[config.mk]
export PLATFORM = sky130hd
export DESIGN_NAME = mem_arbiter
export DESIGN_NICKNAME = d
export VERILOG_FILES = /design/src/rtl/mem_arbiter.sv
export SDC_FILE = /design/constraint.sdc
export NUM_CORES = 1
export LEC_CHECK = 0
export ABC_AREA = 1
export CORE_MARGIN = 5
export CORE_UTILIZATION = 47
export DETAILED_ROUTE_END_ITERATION = 10
export PLACE_DENSITY_LB_ADDON = 0.08
export SYNTH_ARGS = -nofsm -noshare
export SYNTH_HDL_FRONTEND = slang
export SYNTH_SLANG_ARGS = --single-unit
[constraint.sdc]
create_clock -name i_clk -period 3.7 [get_ports i_clk]
set_input_delay 0.925 -clock i_clk [delete_from_list [all_inputs] [get_ports i_clk]]
set_output_delay 0.925 -clock i_clk [all_outputs]
set_load 0.03 [all_outputs]
[src/rtl/mem_arbiter.sv]
// mem_arbiter: two-port arbiter in front of a single-ported backing memory.
// Port 0 is the data port (loads/stores) and port 1 the instruction-fetch port. One access
// is in flight at a time: IDLE selects a port, WAIT holds the memory request until the
// memory acks or the wait budget runs out, and RESP issues a one-cycle ack to the owner.
//
// Ports:
//   i_clk, i_rst                 clock, synchronous active-high reset
//   i_req_0/i_addr_0/i_wdata_0/  data-port request, held until o_ack_0
//   i_we_0/i_be_0
//   i_req_1/i_addr_1             fetch-port request, held until o_ack_1
//   o_rdata_0/o_ack_0            data-port response (o_rdata_0 valid with o_ack_0)
//   o_rdata_1/o_ack_1            fetch-port response (o_rdata_1 valid with o_ack_1)
//   o_err                        qualifies the current ack: misaligned or timed out
//   o_busy                       arbiter not in IDLE
//   mem_req/mem_addr/mem_wdata/  memory request, held until i_mem_ack
//   mem_we/mem_be
//   i_mem_rdata/i_mem_ack        memory response, one cycle
module mem_arbiter #(
   parameter int unsigned STARVE_LIMIT = 4,
   parameter int unsigned TIMEOUT      = 16
) (
   input  logic        i_clk,
   input  logic        i_rst,
   input  logic        i_req_0,
   input  logic [31:0] i_addr_0,
   input  logic [31:0] i_wdata_0,
   input  logic        i_we_0,
   input  logic [3:0]  i_be_0,
   input  logic        i_req_1,
   input  logic [31:0] i_addr_1,
   output logic [31:0] o_rdata_0,
   output logic        o_ack_0,
   output logic [31:0] o_rdata_1,
   output logic        o_ack_1,
   output logic        o_err,
   output logic        o_busy,
   output logic        mem_req,
   output logic [31:0] mem_addr,
   output logic [31:0] mem_wdata,
   output logic        mem_we,
   output logic [3:0]  mem_be,
   input  logic [31:0] i_mem_rdata,
   input  logic        i_mem_ack
);

   localparam logic [3:0] StarveMax = 4'(STARVE_LIMIT);
   localparam logic [7:0] TmoLast   = 8'(TIMEOUT - 1);

   typedef enum logic [1:0] {StIdle = 2'd0, StWait = 2'd1, StResp = 2'd2} state_e;

   state_e      state_q, state_d;
   logic [3:0]  starve_q, starve_d;
   logic [7:0]  tmo_q, tmo_d;
   logic        port_q, port_d;
   logic        mem_req_q, mem_req_d;
   logic [31:0] mem_addr_q, mem_addr_d;
   logic [31:0] mem_wdata_q, mem_wdata_d;
   logic        mem_we_q, mem_we_d;
   logic [3:0]  mem_be_q, mem_be_d;
   logic        ack_0_q, ack_0_d;
   logic        ack_1_q, ack_1_d;
   logic        err_q, err_d;
   logic [31:0] rdata_0_q, rdata_0_d;
   logic [31:0] rdata_1_q, rdata_1_d;

   logic        any_req;
   logic        sel_port;
   logic [31:0] sel_addr;
   logic        sel_misaligned;
   logic        resp_valid;
   logic        resp_err;
   logic [31:0] resp_data;

   // Port selection for a grant in IDLE; port 0 wins a tie unless port 1 has starved.
   always_comb begin
      any_req = i_req_0 | i_req_1;
      if (i_req_0 && i_req_1) begin
         sel_port = (starve_q == StarveMax);
      end else begin
         sel_port = i_req_1;
      end
      sel_addr       = sel_port ? i_addr_1 : i_addr_0;
      sel_misaligned = (sel_addr[1:0] != 2'b00);
   end

   // State register.
   always_ff @(posedge i_clk) begin
      if (i_rst) begin
         state_q <= StIdle;
      end else begin
         state_q <= state_d;
      end
   end

   // Next-state logic.
   always_comb begin
      state_d = state_q;
      unique case (state_q)
         StIdle: begin
            if (any_req) begin
               state_d = sel_misaligned ? StResp : StWait;
            end
         end
         StWait: begin
            if (i_mem_ack || (tmo_q == TmoLast)) begin
               state_d = StResp;
            end
         end
         StResp:  state_d = StIdle;
         default: state_d = StIdle;
      endcase
   end

   // Output logic: next values of the registered outputs and counters.
   always_comb begin
      starve_d    = starve_q;
      tmo_d       = tmo_q;
      port_d      = port_q;
      mem_req_d   = mem_req_q;
      mem_addr_d  = mem_addr_q;
      mem_wdata_d = mem_wdata_q;
      mem_we_d    = mem_we_q;
      mem_be_d    = mem_be_q;
      ack_0_d     = 1'b0;
      ack_1_d     = 1'b0;
      err_d       = 1'b0;
      rdata_0_d   = rdata_0_q;
      rdata_1_d   = rdata_1_q;
      resp_valid  = 1'b0;
      resp_err    = 1'b0;
      resp_data   = '0;

      unique case (state_q)
         StIdle: begin
            if (any_req) begin
               port_d = sel_port;
               if (sel_port) begin
                  starve_d = '0;
               end else if (i_req_1 && (starve_q != StarveMax)) begin
                  starve_d = starve_q + 4'd1;
               end
               if (sel_misaligned) begin
                  // Never reaches memory; answered straight from IDLE.
                  resp_valid = 1'b1;
                  resp_err   = 1'b1;
               end else begin
                  mem_req_d   = 1'b1;
                  mem_addr_d  = sel_addr;
                  mem_wdata_d = sel_port ? 32'd0 : i_wdata_0;
                  mem_we_d    = ~sel_port & i_we_0;
                  mem_be_d    = sel_port ? 4'hF : i_be_0;
                  tmo_d       = '0;
               end
            end
         end
         StWait: begin
            // An ack in the last allowed cycle still completes normally.
            if (i_mem_ack) begin
               mem_req_d  = 1'b0;
               resp_valid = 1'b1;
               resp_data  = mem_we_q ? 32'd0 : i_mem_rdata;
            end else if (tmo_q == TmoLast) begin
               mem_req_d  = 1'b0;
               resp_valid = 1'b1;
               resp_err   = 1'b1;
            end else begin
               tmo_d = tmo_q + 8'd1;
            end
         end
         default: ;
      endcase

      if (resp_valid) begin
         err_d = resp_err;
         if (port_d) begin
            ack_1_d   = 1'b1;
            rdata_1_d = resp_data;
         end else begin
            ack_0_d   = 1'b1;
            rdata_0_d = resp_data;
         end
      end
   end

   always_ff @(posedge i_clk) begin
      if (i_rst) begin
         starve_q    <= '0;
         tmo_q       <= '0;
         port_q      <= 1'b0;
         mem_req_q   <= 1'b0;
         mem_addr_q  <= '0;
         mem_wdata_q <= '0;
         mem_we_q    <= 1'b0;
         mem_be_q    <= '0;
         ack_0_q     <= 1'b0;
         ack_1_q     <= 1'b0;
         err_q       <= 1'b0;
         rdata_0_q   <= '0;
         rdata_1_q   <= '0;
      end else begin
         starve_q    <= starve_d;
         tmo_q       <= tmo_d;
         port_q      <= port_d;
         mem_req_q   <= mem_req_d;
         mem_addr_q  <= mem_addr_d;
         mem_wdata_q <= mem_wdata_d;
         mem_we_q    <= mem_we_d;
         mem_be_q    <= mem_be_d;
         ack_0_q     <= ack_0_d;
         ack_1_q     <= ack_1_d;
         err_q       <= err_d;
         rdata_0_q   <= rdata_0_d;
         rdata_1_q   <= rdata_1_d;
      end
   end

   assign o_busy    = (state_q != StIdle);
   assign o_ack_0   = ack_0_q;
   assign o_ack_1   = ack_1_q;
   assign o_err     = err_q;
   assign o_rdata_0 = rdata_0_q;
   assign o_rdata_1 = rdata_1_q;
   assign mem_req   = mem_req_q;
   assign mem_addr  = mem_addr_q;
   assign mem_wdata = mem_wdata_q;
   assign mem_we    = mem_we_q;
   assign mem_be    = mem_be_q;

endmodule

==> results.env, run 1 <==
SYNTH_COMPOUND_GATE_AREA_SHARE_PCT=8.072
CLK_PIN_SLEW_PS=60
ROOT_BUFFER='clkbuf_16'
RELATIVE_SLEW_SLACK_PCT=59.19
YS_TOP_CELLS_BY_AREA='dfxtp_1 (43%), nand2_1 (16%), inv_1 (12%), nor2_1 (8.2%), a21oi_1 (5.1%)'
POSTSYNTHREGISTERBITS=152
R2R-START='starve_q[0]'
DIE_X_UM=132.2
HPWL_DP_UM=14110
DRT_ITER0_MARKERS=300
POWER_DENSITY_nW_PER_UM2=506.3
MIN_FROM='mem_addr[12]'
FINAL_LAYOUT_SIZE_SUFFIX_GT1_SHARE_PCT=4.646
POST_DRT_VIA_CELL_RATIO=4.516
GRT_PASS1_WL_UM=31640
P_LEAK_nW=4.979
WORST-ENDPOINT-REQUIRED_PS=4010
SYNTH_TOP_AREA_CELL='dfxtp_1'
CTS_SETUP_BUFFERS=0
SYN_NETS=1238
END_KIND='register'
CRIT_TYPE='in2reg'
SYNTH_SIMPLE_GATE_AREA_SHARE_PCT=31.09
CRIT-REG2REG-CAPTURE='o_rdata_1[9]'
PORT_BUFFERS=275
GRT_START_MAX_NET_PINS=97
TIMING.FINAL.CRIT_PERIOD_PS=2696
ANTENNA_FOUND_INITIAL=0
STATUS='finished clean'
CRITICAL_PATH_PEAK_FANOUT=57
LAYOUT.FILLER_CELLS=1251
PIN_COUNT=276
TOTALWIRELENGTH_UM=19800
WORST_IR_DROP_VDD_V=0.0003061
SEQCELLAREA_UM2=3043
HOLD_DEPTH=2
WORSTHOLDPATHTYPE='reg2reg'
RSZ0062_AT_GRT='false'
DIE-AREA_UM2=17480
ANTENNA_LEFT=0
ANTENNA_CELLS_INSERTED=0
CLOCKBUFFERDEPTH=2
SYNTH_CELL_TYPES=27
DIE_HEIGHT_UM=132.2
SYN_AVG_CELL_AREA_UM2=6.401
DETAILROUTE.VIA_COUNT=6954
SYNTH_TOP_CELLS_BY_COUNT='nand2_1 (308), inv_1 (223), nor2_1 (154), dfxtp_1 (152), a21oi_1 (71)'
SYNTH_EDF_COUNT=0
CLOCK_SKEW_PS=6.920
SYNTH_FLOP_CELL='dfxtp_1'
TIMING.REG2REG.WORST_PATH_DEPTH=13
CTS-HTREE-LEVELS=4
SYNTH_CELLS=1097
GRT_USE_TOTAL_PCT=21.83
WORST_SLEW_PIN_SLEW_PS=612.1
POST-SYNTH-TOP-COUNT-CELL='nand2_1'
CTS-HOLD-FIX-BUFFERS=0
INSERTION_DELAY_PS=420
SYNTH-XOR-AREA-SHARE_PCT=0.7484
FP.COREAREA_UM2=14590
INITIAL_UTILIZATION_PCT=48.13
SYNTH_SEQUENTIAL_AREA_RATIO_PCT=43.34
MIN_PERIOD_OVER_PERIOD_PCT=72.88
TIMING.SETUP.TNS_PS=0
NUM-NETS-FINAL=1484
WORST_MIN_DELAY_PATH_ENDPOINT='mem_addr[12]'
MAX_CAP_VIOLS=0
AREA_GROWTH_SYN_TO_LAYOUT_PCT=49.02
CTS_RESIZED=0
DRC_ERRORS=0
MULTI_INPUT_COMB_AREA_UM2=2858
CLOCK_SINK_COUNT=152
TRITONCTS.NUM_BUFFERS=17
CRITICAL_PATH_ARRIVAL_PS=3010
SYNTH.CELL_AREA_UM2=7022
ROWS=44
GRT_OVERFLOW_TOTAL=0
COMBINATIONAL_FAMILY_WITH_THE_MOST_AREA_AFTER_SYNTHESIS='simple AND/OR/NAND/NOR gates'
ACHIEVABLE-FREQUENCY_MHz=370.9
WL_PER_CELL_UM=12.86
DRT-PASS1-ITER-COUNT=5
HOLD_VIOL_FINAL=0
YOSYS-MUX-AREA-FRACTION_PCT=0
CRITPATHLAUNCHTYPE='input port'
SLEW_VIOLATIONS=0
FINALWEIGHTEDCONGESTION=0.8270
SYNTH_ASYNC_SR_FLOP_SHARE_PCT=0
VIAS_IN_THE_FIRST_GLOBAL_ROUTE=6488
SYNTH.TOP_CELL.AREA_SHARE_PCT=43.34
RRSETUPSLACK_PS=1280
CTS_TREE='built'
TOTAL_POWER_mW=5.297
SYNTH-ADDER-AREA-SHARE_PCT=0.5346
SYNTH_WARNINGS=0
REPORT.FINAL.SETUP_VIOL=0
[where the power goes]
| group | switching, mW | total, mW | internal (mW) |
|---|---|---|---|
| clock network | 0.676 | 1.83 | 1.16 |
| logic | 0.922 | 1.55 | 0.631 |
| registers | 0.0903 | 1.91 | 1.82 |
[layout make-up]
class                           count  share of cell area [%]
Sequential cell                   152                   29.08
Multi-Input combinational cell    659                   27.31
Timing Repair Buffer              285                   27.22
Inverter                          228                   8.179
Clock buffer                       19                   4.329
Tap cell                          184                   2.200
Clock inverter                     13                   1.686
[state kept, by name, summed over array words and instances, names as in the netlist, 2 cells and up]
signal and count:
mem_addr 32, o_rdata_1 32, state_q 2, starve_q 4, mem_wdata 32, mem_be 4
tmo_q 8, o_rdata_0 32
[layout by cell type (no fill, tap or decap)]
cell,instances
a21oi_1,71
buf_12,2
buf_2,1
buf_4,8
bufinv_16,4
clkbuf_16,17
clkbuf_8,2
clkdlybuf4s50_1,274
clkinv_1,1
clkinv_2,5
clkinv_4,1
clkinvlp_4,3
dfxtp_1,152
ha_1,3
inv_1,222
inv_2,5
nand2_1,308
nand2_2,5
nand2_4,1
nand3_1,8
nand3_2,3
nand3_4,1
nand4_1,16
nor2_1,154
nor2_2,2
nor2_4,1
nor3_1,39
nor3_2,1
nor3b_1,1
o21ai_0,35
o21ai_4,1
o21bai_1,1
o22ai_1,2
xor2_1,6
[routing by layer]
layer | global-route usage, % | routed length, um | part of all wire, % | vias to the layer above
li1 | - | - | - | 3723
met1 | 24.15 | 7803 | 39 | 3000
met2 | 37.68 | 9758 | 49 | 216
met3 | 9.771 | 1984 | 10 | 15
met4 | 6.731 | 256 | 1.3 | 0
met5 | 0 | 0 | 0 | -
[critical path: stages]
cell and delay, ps:
clkdlybuf4s50_1 510, nand2_2 90, nand2_4 220, nand2_2 100, nand3_2 120, nand2_2 210, nand3_2 110, buf_4 460
nand2_1 110, nand2_1 90, nor2_1 50
[cell families after synthesis]
| family | count (synthesis) |
|---|---|
| flops | 152 |
| simple gates | 540 |
| xor+xnor | 6 |
| compound gates | 110 |
| buf+inv | 286 |
| fa+ha+maj | 3 |
[worst max path at each step]
| stage | depth (start not counted) | from | to |
|---|---|---|---|
| after detailed placement | 11 | i_req_0 | o_rdata_1[9] |
| after CTS | 11 | i_req_0 | o_rdata_1[9] |
| final | 11 | i_req_0 | o_rdata_1[9] |
| after floorplan | 9 | i_req_1 | o_rdata_1[15] |
| after global routing | 11 | i_req_0 | o_rdata_1[24] |
| after global placement | 11 | i_req_0 | o_rdata_1[19] |
[per-stage QoR]
step | cells | area (um^2) | hold WS, ps | worst slack [ps] | util (%)
2_1_floorplan | 1097 | 7022 | 445.3 | 1686 | -
3_3_place_gp | 1508 | 9834 | 430.7 | 666.8 | 67.41
3_5_place_dp | 1508 | 9834 | 437.5 | 572.8 | 67.41
4_1_cts | 1540 | 10460 | 446.2 | 1006 | 71.72
5_1_grt | 1540 | 10460 | 464.8 | 766.1 | 71.72
6_report | 1540 | 10460 | 441.4 | 1004 | 71.72
Power figures use the tool's default switching activity.
==> inputs of run 2 (changes only) <==
CORE_UTILIZATION = 44   (was 47)
clock period = 2.6 ns   (was 3.7 ns; I/O delays follow)
==> results.env, run 2 (synthesized netlist as in run 1, its figures left out) <==
WL_PER_CELL_UM=12.47  # was 12.86 um
CTS_TREE='built'  # unchanged
TIMING.FINAL.WS_SETUP_PS=294.3  # was 1004 ps
WORST_SLEW_PIN_SLEW_PS=476.8  # was 612.1 ps
GRT_PASS1_WL_UM=31020  # was 31640 um
RSZ0062_AT_GRT='false'  # unchanged
P_INT_mW=5.180  # was 3.609 mW
TOTALWIRELENGTH_UM=19750  # was 19800 um
MAX_CAP_VIOLS=0  # unchanged
PLACED_CELLS_INCL_TAPS=1551  # was 1508
WORST_IR_DROP_VDD_V=0.0004386  # was 0.0003061 V
SWITCHING_SHARE_PCT=31.98  # was 31.88%
CRITPATHLAUNCHTYPE='register'  # was input port
MIN_PERIOD_OVER_PERIOD_PCT=88.68
DRT_ITER0_MARKERS=313  # was 300
NUM-NETS-FINAL=1495  # was 1484
CRIT_CHAIN='inv_1 -> nand2_2 -> clkdlybuf4s50_1'  # was clkdlybuf4s50_1 -> nand2_2 -> nand2_4 -> nand2_2 -> nand3_2 -> nand2_2 -> nand3_2 -> buf_4 -> nand2_1 -> nand2_1 -> nor2_1
MET1_USAGE_PCT=23.08  # was 24.15%
ANTENNA_CELLS_INSERTED=0  # unchanged
FINALHOLDWORSTSLACK_PS=441.2  # was 441.4 ps
MOSTFREQUENTLAYOUTCELL='nand2_1'  # unchanged
CTS-HTREE-LEVELS=4  # unchanged
ROOT_BUFFER='clkbuf_16'  # unchanged
FINAL_LAYOUT_SIZE_SUFFIX_GT1_SHARE_PCT=5.340  # was 4.646%
TIMING.SETUP.TNS_PS=0  # unchanged
TOTAL_POWER_mW=7.615  # was 5.297 mW
WORSTHOLDPATHTYPE='reg2reg'  # unchanged
WORST-ENDPOINT-REQUIRED_PS=1950  # was 4010 ps
PATH_DELAY_FAMILY='buffers and inverters'  # was simple AND/OR/NAND/NOR gates
ROWS=46  # was 44
FIN_AREA_UM2=10700  # was 10460 um^2
AREA_GROWTH_SYN_TO_LAYOUT_PCT=52.37  # was 49.02%
DIE_X_UM=136.3  # was 132.2 um
ANTENNA_LEFT=0  # unchanged
GLOBAL_ROUTE.USAGE.MET3_PCT=9.326  # was 9.771%
GRT_USE_TOTAL_PCT=21.03  # was 21.83%
DETAILROUTE.VIA_COUNT=6956  # was 6954
CRITICAL_PATH_PEAK_FANOUT=6  # was 57
END_KIND='primary output'  # was register
DIE_HEIGHT_UM=136.3  # was 132.2 um
PIN_COUNT=276  # unchanged
INITIAL_UTILIZATION_PCT=44.53  # was 48.13%
STATUS='finished clean'  # unchanged
CLOCK_SKEW_PS=9.589  # was 6.920 ps
HOLD_VIOL_FINAL=0  # unchanged
INSERTION_DELAY_PS=420  # about the same
DRT-PASS1-ITER-COUNT=5  # unchanged
TOTAL_PLACED_INSTANCE_AREA_UM2=10060  # was 9834 um^2
P_LEAK_nW=5.076  # was 4.979 nW
CTS_SETUP_BUFFERS=0  # unchanged
VIAS_IN_THE_FIRST_GLOBAL_ROUTE=6510  # was 6488
ACHIEVABLE-FREQUENCY_MHz=433.7
ANTENNA_FOUND_INITIAL=0  # unchanged
FINALWEIGHTEDCONGESTION=0.8182  # was 0.8270
TOTAL_SWITCHING_POWER_mW=2.435  # was 1.689 mW
FINAL_CELL_MIX='nand2_1 (308), clkdlybuf4s50_1 (275), inv_1 (222)'  # was nand2_1 (308), clkdlybuf4s50_1 (274), inv_1 (222)
CTS_RESIZED=0  # unchanged
CTS-HOLD-FIX-BUFFERS=0  # unchanged
CRITICAL_PATH_ARRIVAL_PS=1660  # was 3010 ps
CLK_PIN_SLEW_PS=60  # about the same
CRITICAL-PATH-SLOWEST-CELL='clkdlybuf4s50_1'  # unchanged
GLOBALROUTE.BUSIESTLAYER='met2'  # unchanged
REPORT.FINAL.SETUP_VIOL=0  # unchanged
CLOCK_SINK_COUNT=152  # unchanged
FP.COREAREA_UM2=15770  # was 14590 um^2
P_COMB_SHARE_PCT=29.8  # was 29.3%
CRITPATHMAXSTAGEDELAY_PS=700  # was 510 ps
LAYOUT.FILLER_CELLS=1418  # was 1251
DP_WORST_SETUP_SLACK_PS=82.93  # was 572.8 ps
POWER_FRAC_SEQ_PCT=35.6  # was 36.0%
CLOCKBUFFERDEPTH=2  # unchanged
LAYOUTNONFILLERINSTCOUNT=1583  # was 1540
FINISH.UTILIZATION_PCT=67.84  # was 71.72%
TIMING.FINAL.CRIT_PERIOD_PS=2306
DRC_ERRORS=0  # unchanged
DIE-AREA_UM2=18580  # was 17480 um^2
ROUTING_USAGE_ON_MET2_PCT=35.83  # was 37.68%
CRIT_TYPE='reg2out'  # was in2reg
RELATIVE_SLEW_SLACK_PCT=68.22  # was 59.19%
PORT_BUFFERS=275  # unchanged
SLEW_VIOLATIONS=0  # unchanged
GRT_START_MAX_NET_PINS=64  # was 97
PWR-SHARE-CLK_PCT=34.6  # about the same
TIMING.CRITICAL_PATH.BUF_INV=2  # unchanged
TRITONCTS.NUM_BUFFERS=17  # unchanged
HPWL_DP_UM=14190  # was 14110 um
GRT_OVERFLOW_TOTAL=0  # unchanged
POST_DRT_VIA_CELL_RATIO=4.394  # was 4.516
POWER_DENSITY_nW_PER_UM2=711.7  # was 506.3 nW/um^2
[run 2: power groups by stage]
stage	registers, mW	logic, mW	clock network [mW]
floorplan	3.24	0.865	0
global placement	2.76	2.25	0
detailed placement	2.76	2.27	0
CTS	2.72	2.29	2.69
global route	2.75	2.49	2.80
finish	2.71	2.27	2.63
[run 2: worst paths after layout]
check	from	slack, ps	endpoint	cells after the start
min reg2reg	mem_addr[25]	440	mem_addr[25]	2
min	mem_addr[25]	440	mem_addr[25]	2
max	state_q[1]	290	o_busy	3
max reg2reg	tmo_q[0]	550	o_rdata_1[1]	12
[run 2: worst reg2reg max path: stages, from the launching register on]
cell and delay [ps]:
dfxtp_1 370, ha_1 190, nand2_1 80, inv_2 70
nand2_2 50, nor2_2 180, nor2_1 100, nor2_4 300
nand3_2 220, buf_12 210, nand2_1 70, nand2_1 40
nor2_1 100
[run 2: area by class of cell]
| cell class | instances | area (um^2) | area share (%) |
|---|---|---|---|
| Tap cell | 216 | 270.3 | 2.526 |
| Clock inverter | 14 | 197.7 | 1.848 |
| Timing Repair Buffer | 296 | 3035 | 28.37 |
| Clock buffer | 18 | 439.2 | 4.105 |
| Multi-Input combinational cell | 659 | 2858 | 26.71 |
| Inverter | 228 | 855.8 | 7.999 |
| Sequential cell | 152 | 3043 | 28.44 |
[run 2: metal layers]
layer  vias to the layer above  wire [um]
met4                         0        539
met1                      2976       7988
met5                         -          0
met2                       206       9273
met3                        31       1945
li1                       3743          -
